## config.mk

```make
export PLATFORM = sky130hd
export DESIGN_NAME = display_scan
export DESIGN_NICKNAME = d
export VERILOG_FILES = /design/src/rtl/display_scan.sv
export SDC_FILE = /design/constraint.sdc
export NUM_CORES = 1
export LEC_CHECK = 0
export BUFFER_PORTS_ARGS = -buffer_cell sky130_fd_sc_hd__buf_4
export CAP_MARGIN = 5
export CORE_MARGIN = 2
export CORE_UTILIZATION = 45
export DETAILED_ROUTE_END_ITERATION = 6
export PLACE_DENSITY = 0.75
export SYNTH_ARGS = -nofsm -noshare
export SYNTH_HDL_FRONTEND = slang
export SYNTH_SLANG_ARGS = --single-unit
```

## constraint.sdc

```tcl
create_clock -name clk -period 1.6 [get_ports clk]
set_input_delay 0 -clock clk [delete_from_list [all_inputs] [get_ports clk]]
set_output_delay 0 -clock clk [all_outputs]
set_load 0.02 [all_outputs]
```

## src/rtl/display_scan.sv

```systemverilog
// Scans a DATA_W word out as S = DATA_W/OUT_W slices, MS slice first, each held DWELL clocks.
// Outputs are registered, 1 clk after a capture edge; freeze stalls everything. Optional blank slot: DISPLAY_SCAN_BLANK_EN.
module display_scan #(
  parameter int DATA_W = 32,
  parameter int OUT_W  = 16,
  parameter int DWELL  = 1,
  localparam int S     = DATA_W / OUT_W,
  localparam int IDX_W = ($clog2(S) > 1) ? $clog2(S) : 1
) (
  input  logic              clk,
  input  logic              rst_n,
  input  logic [DATA_W-1:0] reg_data,
  input  logic              freeze,
  output logic [OUT_W-1:0]  reg_data_output,
  output logic [IDX_W-1:0]  slice_idx,
  output logic              frame_start
);

  localparam int CNT_W = (DWELL > 1) ? $clog2(DWELL) : 1;
  localparam logic [CNT_W-1:0] LAST_CNT = CNT_W'(DWELL - 1);
  localparam logic [IDX_W-1:0] LAST_IDX = IDX_W'(S - 1);

  localparam logic [1:0] ST_IDLE  = 2'd0;
  localparam logic [1:0] ST_SHOW  = 2'd1;
  localparam logic [1:0] ST_BLANK = 2'd2;

  logic [1:0]        state, state_n;
  logic [DATA_W-1:0] snapshot, snap_n;
  logic [CNT_W-1:0]  dwell_cnt, cnt_n;
  logic [IDX_W-1:0]  idx_n;
  logic [OUT_W-1:0]  out_n;
  logic              fs_n;
  logic              capture;

  function automatic logic [OUT_W-1:0] slice_of(input logic [DATA_W-1:0] w,
                                                input int unsigned k);
    return w[DATA_W-1-k*OUT_W -: OUT_W];
  endfunction

  always_comb begin
    state_n = state;
    snap_n  = snapshot;
    cnt_n   = dwell_cnt;
    idx_n   = slice_idx;
    out_n   = reg_data_output;
    fs_n    = 1'b0;
    capture = 1'b0;
    case (state)
      ST_SHOW: begin
        if (dwell_cnt != LAST_CNT) begin
          cnt_n = dwell_cnt + CNT_W'(1);
        end else begin
`ifdef DISPLAY_SCAN_BLANK_EN
          state_n = ST_BLANK;
          cnt_n   = '0;
          out_n   = '0;
          idx_n   = (slice_idx == LAST_IDX) ? '0 : slice_idx + IDX_W'(1);
`else
          if (slice_idx == LAST_IDX) begin
            capture = 1'b1;
          end else begin
            cnt_n = '0;
            idx_n = slice_idx + IDX_W'(1);
            out_n = slice_of(snapshot, int'(slice_idx) + 1);
          end
`endif
        end
      end
      ST_BLANK: begin
        // Index 0 is only reached in blank at a wrap, so it doubles as the wrap flag.
        if (slice_idx == '0) begin
          capture = 1'b1;
        end else begin
          state_n = ST_SHOW;
          out_n   = slice_of(snapshot, int'(slice_idx));
        end
      end
      default: capture = 1'b1;
    endcase
    if (capture) begin
      state_n = ST_SHOW;
      snap_n  = reg_data;
      out_n   = slice_of(reg_data, 0);
      idx_n   = '0;
      cnt_n   = '0;
      fs_n    = 1'b1;
    end
  end

  always_ff @(posedge clk) begin
    if (!rst_n) begin
      state           <= ST_IDLE;
      snapshot        <= '0;
      dwell_cnt       <= '0;
      slice_idx       <= '0;
      reg_data_output <= '0;
      frame_start     <= 1'b0;
    end else if (freeze) begin
      frame_start <= 1'b0;
    end else begin
      state           <= state_n;
      snapshot        <= snap_n;
      dwell_cnt       <= cnt_n;
      slice_idx       <= idx_n;
      reg_data_output <= out_n;
      frame_start     <= fs_n;
    end
  end

endmodule

```

==> qor.tcl <==
set qor(worstSetupStartpoint) {state[0]}
set qor(whs_ns) 0.136
set qor(critical_path.endpoint_type) {flip-flop}
set qor(diodes) 0
set qor(first_iter_violations) 65
set qor(synth.area.top_cells) {sky130_fd_sc_hd__dfxtp_1, sky130_fd_sc_hd__mux2i_1, sky130_fd_sc_hd__nand2_1}
set qor(antenna_left) 0
set qor(yosysUniqueCellTypes) 16
set qor(postRouteWirelength_mm) 3.63
set qor(clkLatencyLatePin_ns) 0.32
set qor(cp-start-kind) {flip-flop}
set qor(ctsLongestPathBuffers) 2
set qor(syn-num-nets) 186
set qor(synth_sequential_area_ratio_pct) 47.9
set qor(critical_path.reg2reg.startpoint) {state[0]}
set qor(worst_ep_arrival_time_ns) 1.46
set qor(power_leakage_nw) 0.988
set qor(first_global_vias) 1316
set qor(syn_area_per_cell_um2) 9.68
set qor(timing.clock.skew_ns) 0.00572
set qor(htreeDepth) 2
set qor(cts.sinks) 35
set qor(unrepaired_setup_endpoints_after_global_routing) {no}
set qor(timing.critical_path.cells) {nor2b_4 -> buf_4 -> mux2i_1 -> a21oi_1}
set qor(worstHoldPathType) {input port to flip-flop}
set qor(ioPinCount) 53
set qor(timing.final.hold_violations) 0
set qor(start_util_pct) 47.5
set qor(clk_root_buffer_cell) {sky130_fd_sc_hd__clkbuf_4}
set qor(crit_path_max_fanout) 9
set qor(max_slew.worst_pin.slew_ns) 0.470
set qor(grt_use_total_pct) 21.1
set qor(crit_path_max_incr_delay_ns) 0.36
set qor(leading_cell_type_in_the_layout_fill_and_taps_excluded) {sky130_fd_sc_hd__buf_4}
set qor(critical_path_required_ns) 1.79
set qor(finalSetupTns_ns) 0
set qor(max_capacitance_violation_total) 0
set qor(grt_pass1_wl_mm) 5.73
set qor(grt_start_max_net_pins) 52
set qor(worst_path_max_delay_cell) {sky130_fd_sc_hd__dfxtp_1}
set qor(holdBufCountCts) 33
set qor(areaGrowthSynthToFinish_pct) 51.1
set qor(drt_pass1_iterations) 4
set qor(layout-drive-gt1-share_pct) 26.9
set qor(clkTransAtPathRegs_ns) 0.10
set qor(io_buffer_count) 52
set qor(startpoint_of_the_tightest_hold_check_path) {rst_n}
set qor(ir_drop_v) 0.000562
set qor(tritoncts) {built}
set qor(core_region_area_mm2) 0.00308
set qor(overflow) 0
set qor(final_net_count) 268
set qor(slew_violations) 0
set qor(netlist.area_leader.share_pct) 47.9
set qor(syn_area_mm2) 0.00146
set qor(highest_count_cells_in_the_layout_ignoring_fill_and_taps) {sky130_fd_sc_hd__buf_4, sky130_fd_sc_hd__dfxtp_1, sky130_fd_sc_hd__nand2_1, sky130_fd_sc_hd__dlygate4sd3_1, sky130_fd_sc_hd__mux2i_1}
set qor(finalWeightedCongestion) 0.911
set qor(ctsResizeCount) 0
set qor(number_of_rows_in_the_core_area) 20
set qor(status) {completed}
set qor(timing.setup.critical_path_class) {flip-flop to flip-flop}
set qor(drt-wirelength-per-cell_um) 13.1
set qor(syn_inst) 151
set qor(route.detailed.drc) 0
set qor(postSynthRegisterBits) 35
set qor(post-dp-hpwl_mm) 2.24
set qor(fp.dieArea_mm2) 0.00372
set qor(cts_buffers) 5
set qor(cts_setup_buffers) 0
set qor(power_density_mw_per_mm2) 821
set qor(die_h_um) 61.0
set qor(synth-warning-count) 0
set qor(antenna_violations_before_repair) 0
set qor(timing.fmax_ghz) 0.788
set qor(route.vias.total) 1338
set qor(timing.max_slew.rel_slack_pct) 68.6
set qor(post-route-period-util_pct) 79.3
set qor(width_of_the_die_um) 61.0
set qor(fillCellCount) 231
set qor(final_period_minus_worst_setup_slack_ns) 1.27
set qor(synth_top_cell_by_area) {sky130_fd_sc_hd__dfxtp_1}
set qor(vias_per_cell) 4.81
set qor(final-setup-viol-count) 0
-- logic make-up (layout without fill, tap and decap cells) --
group           count (synthesis)  in the layout  synth area share, %
mux                            32             32                 21.9
buf+inv                        13             96                 6.68
simple gates                   37             37                 11.5
flops                          35             35                 47.9
compound gates                 34             34                 12.0
-- cells in the mapped netlist (all sizes together) --
library cell / count
dfxtp: 35
nand2: 34
mux2i: 32
a21oi: 16
o21ai: 16
buf: 7
clkbuf: 5
a21boi: 1
and2: 1
inv: 1
nor2: 1
nor2b: 1
o21a: 1
-- power by group --
part           internal, mW  total (mW)  switching (mW)  leakage, nW
Clock                 0.171       0.443           0.272       0.0293
Sequential            0.932       0.967          0.0341        0.289
Combinational         0.221       0.403           0.183        0.670
-- final cells by class --
cell class | instances | area (um2) | share of cell area (%)
clock buffer | 7 | 45.0 | 2.04
tap | 44 | 55.1 | 2.49
sequential | 35 | 701 | 31.7
multi-input combinational | 103 | 663 | 30.0
timing repair buffer | 87 | 736 | 33.3
clock inverter | 1 | 5.00 | 0.227
inverter | 1 | 3.75 | 0.170
-- registers in the layout, indices dropped and copies added, names as in the netlist --
name / cells
snapshot: 16
frame_start: 1
reg_data_output: 16
slice_idx: 1
state: 1
-- critical path, delay by kind of cell, from the launching register on --
family / cells / cell delay [ns]
buffers and inverters: 1 / 0.24
multiplexers: 1 / 0.22
AO/OA/AOI/OAI: 1 / 0.09
flip-flops: 1 / 0.36
AND/OR/NAND/NOR: 1 / 0.23
-- final timing paths --
check / slack (ns) / depth (start not counted) / end
worst min register to register: 0.47 / 2 / snapshot[10]
worst min-delay path: 0.14 / 2 / state[0]
worst max-delay path: 0.33 / 4 / reg_data_output[12]
worst max register to register: 0.33 / 4 / reg_data_output[12]
-- through the flow --
step                      std cells  area (um2)  setup WS (ns)  total power [mW]  util (%)
after floorplan                 151        1460          0.341              1.19         -
after global placement          237        1830          0.447              1.31      59.4
after detailed placement        237        1830          0.380              1.32      59.4
after CTS                       278        2210          0.361              1.82      71.7
after global routing            278        2210          0.253              1.91      71.7
final                           278        2210          0.330              1.81      71.7
-- metal layers --
metal / track usage [%] / wire length (um) / share of wire, %
met1: 26.2 / 1500 / 41
met3: 4.48 / 137 / 3.8
met4: 9.94 / 45 / 1.2
met2: 35.0 / 1950 / 54
met5: 0 / 0 / 0
Power figures use the tool's default switching activity.
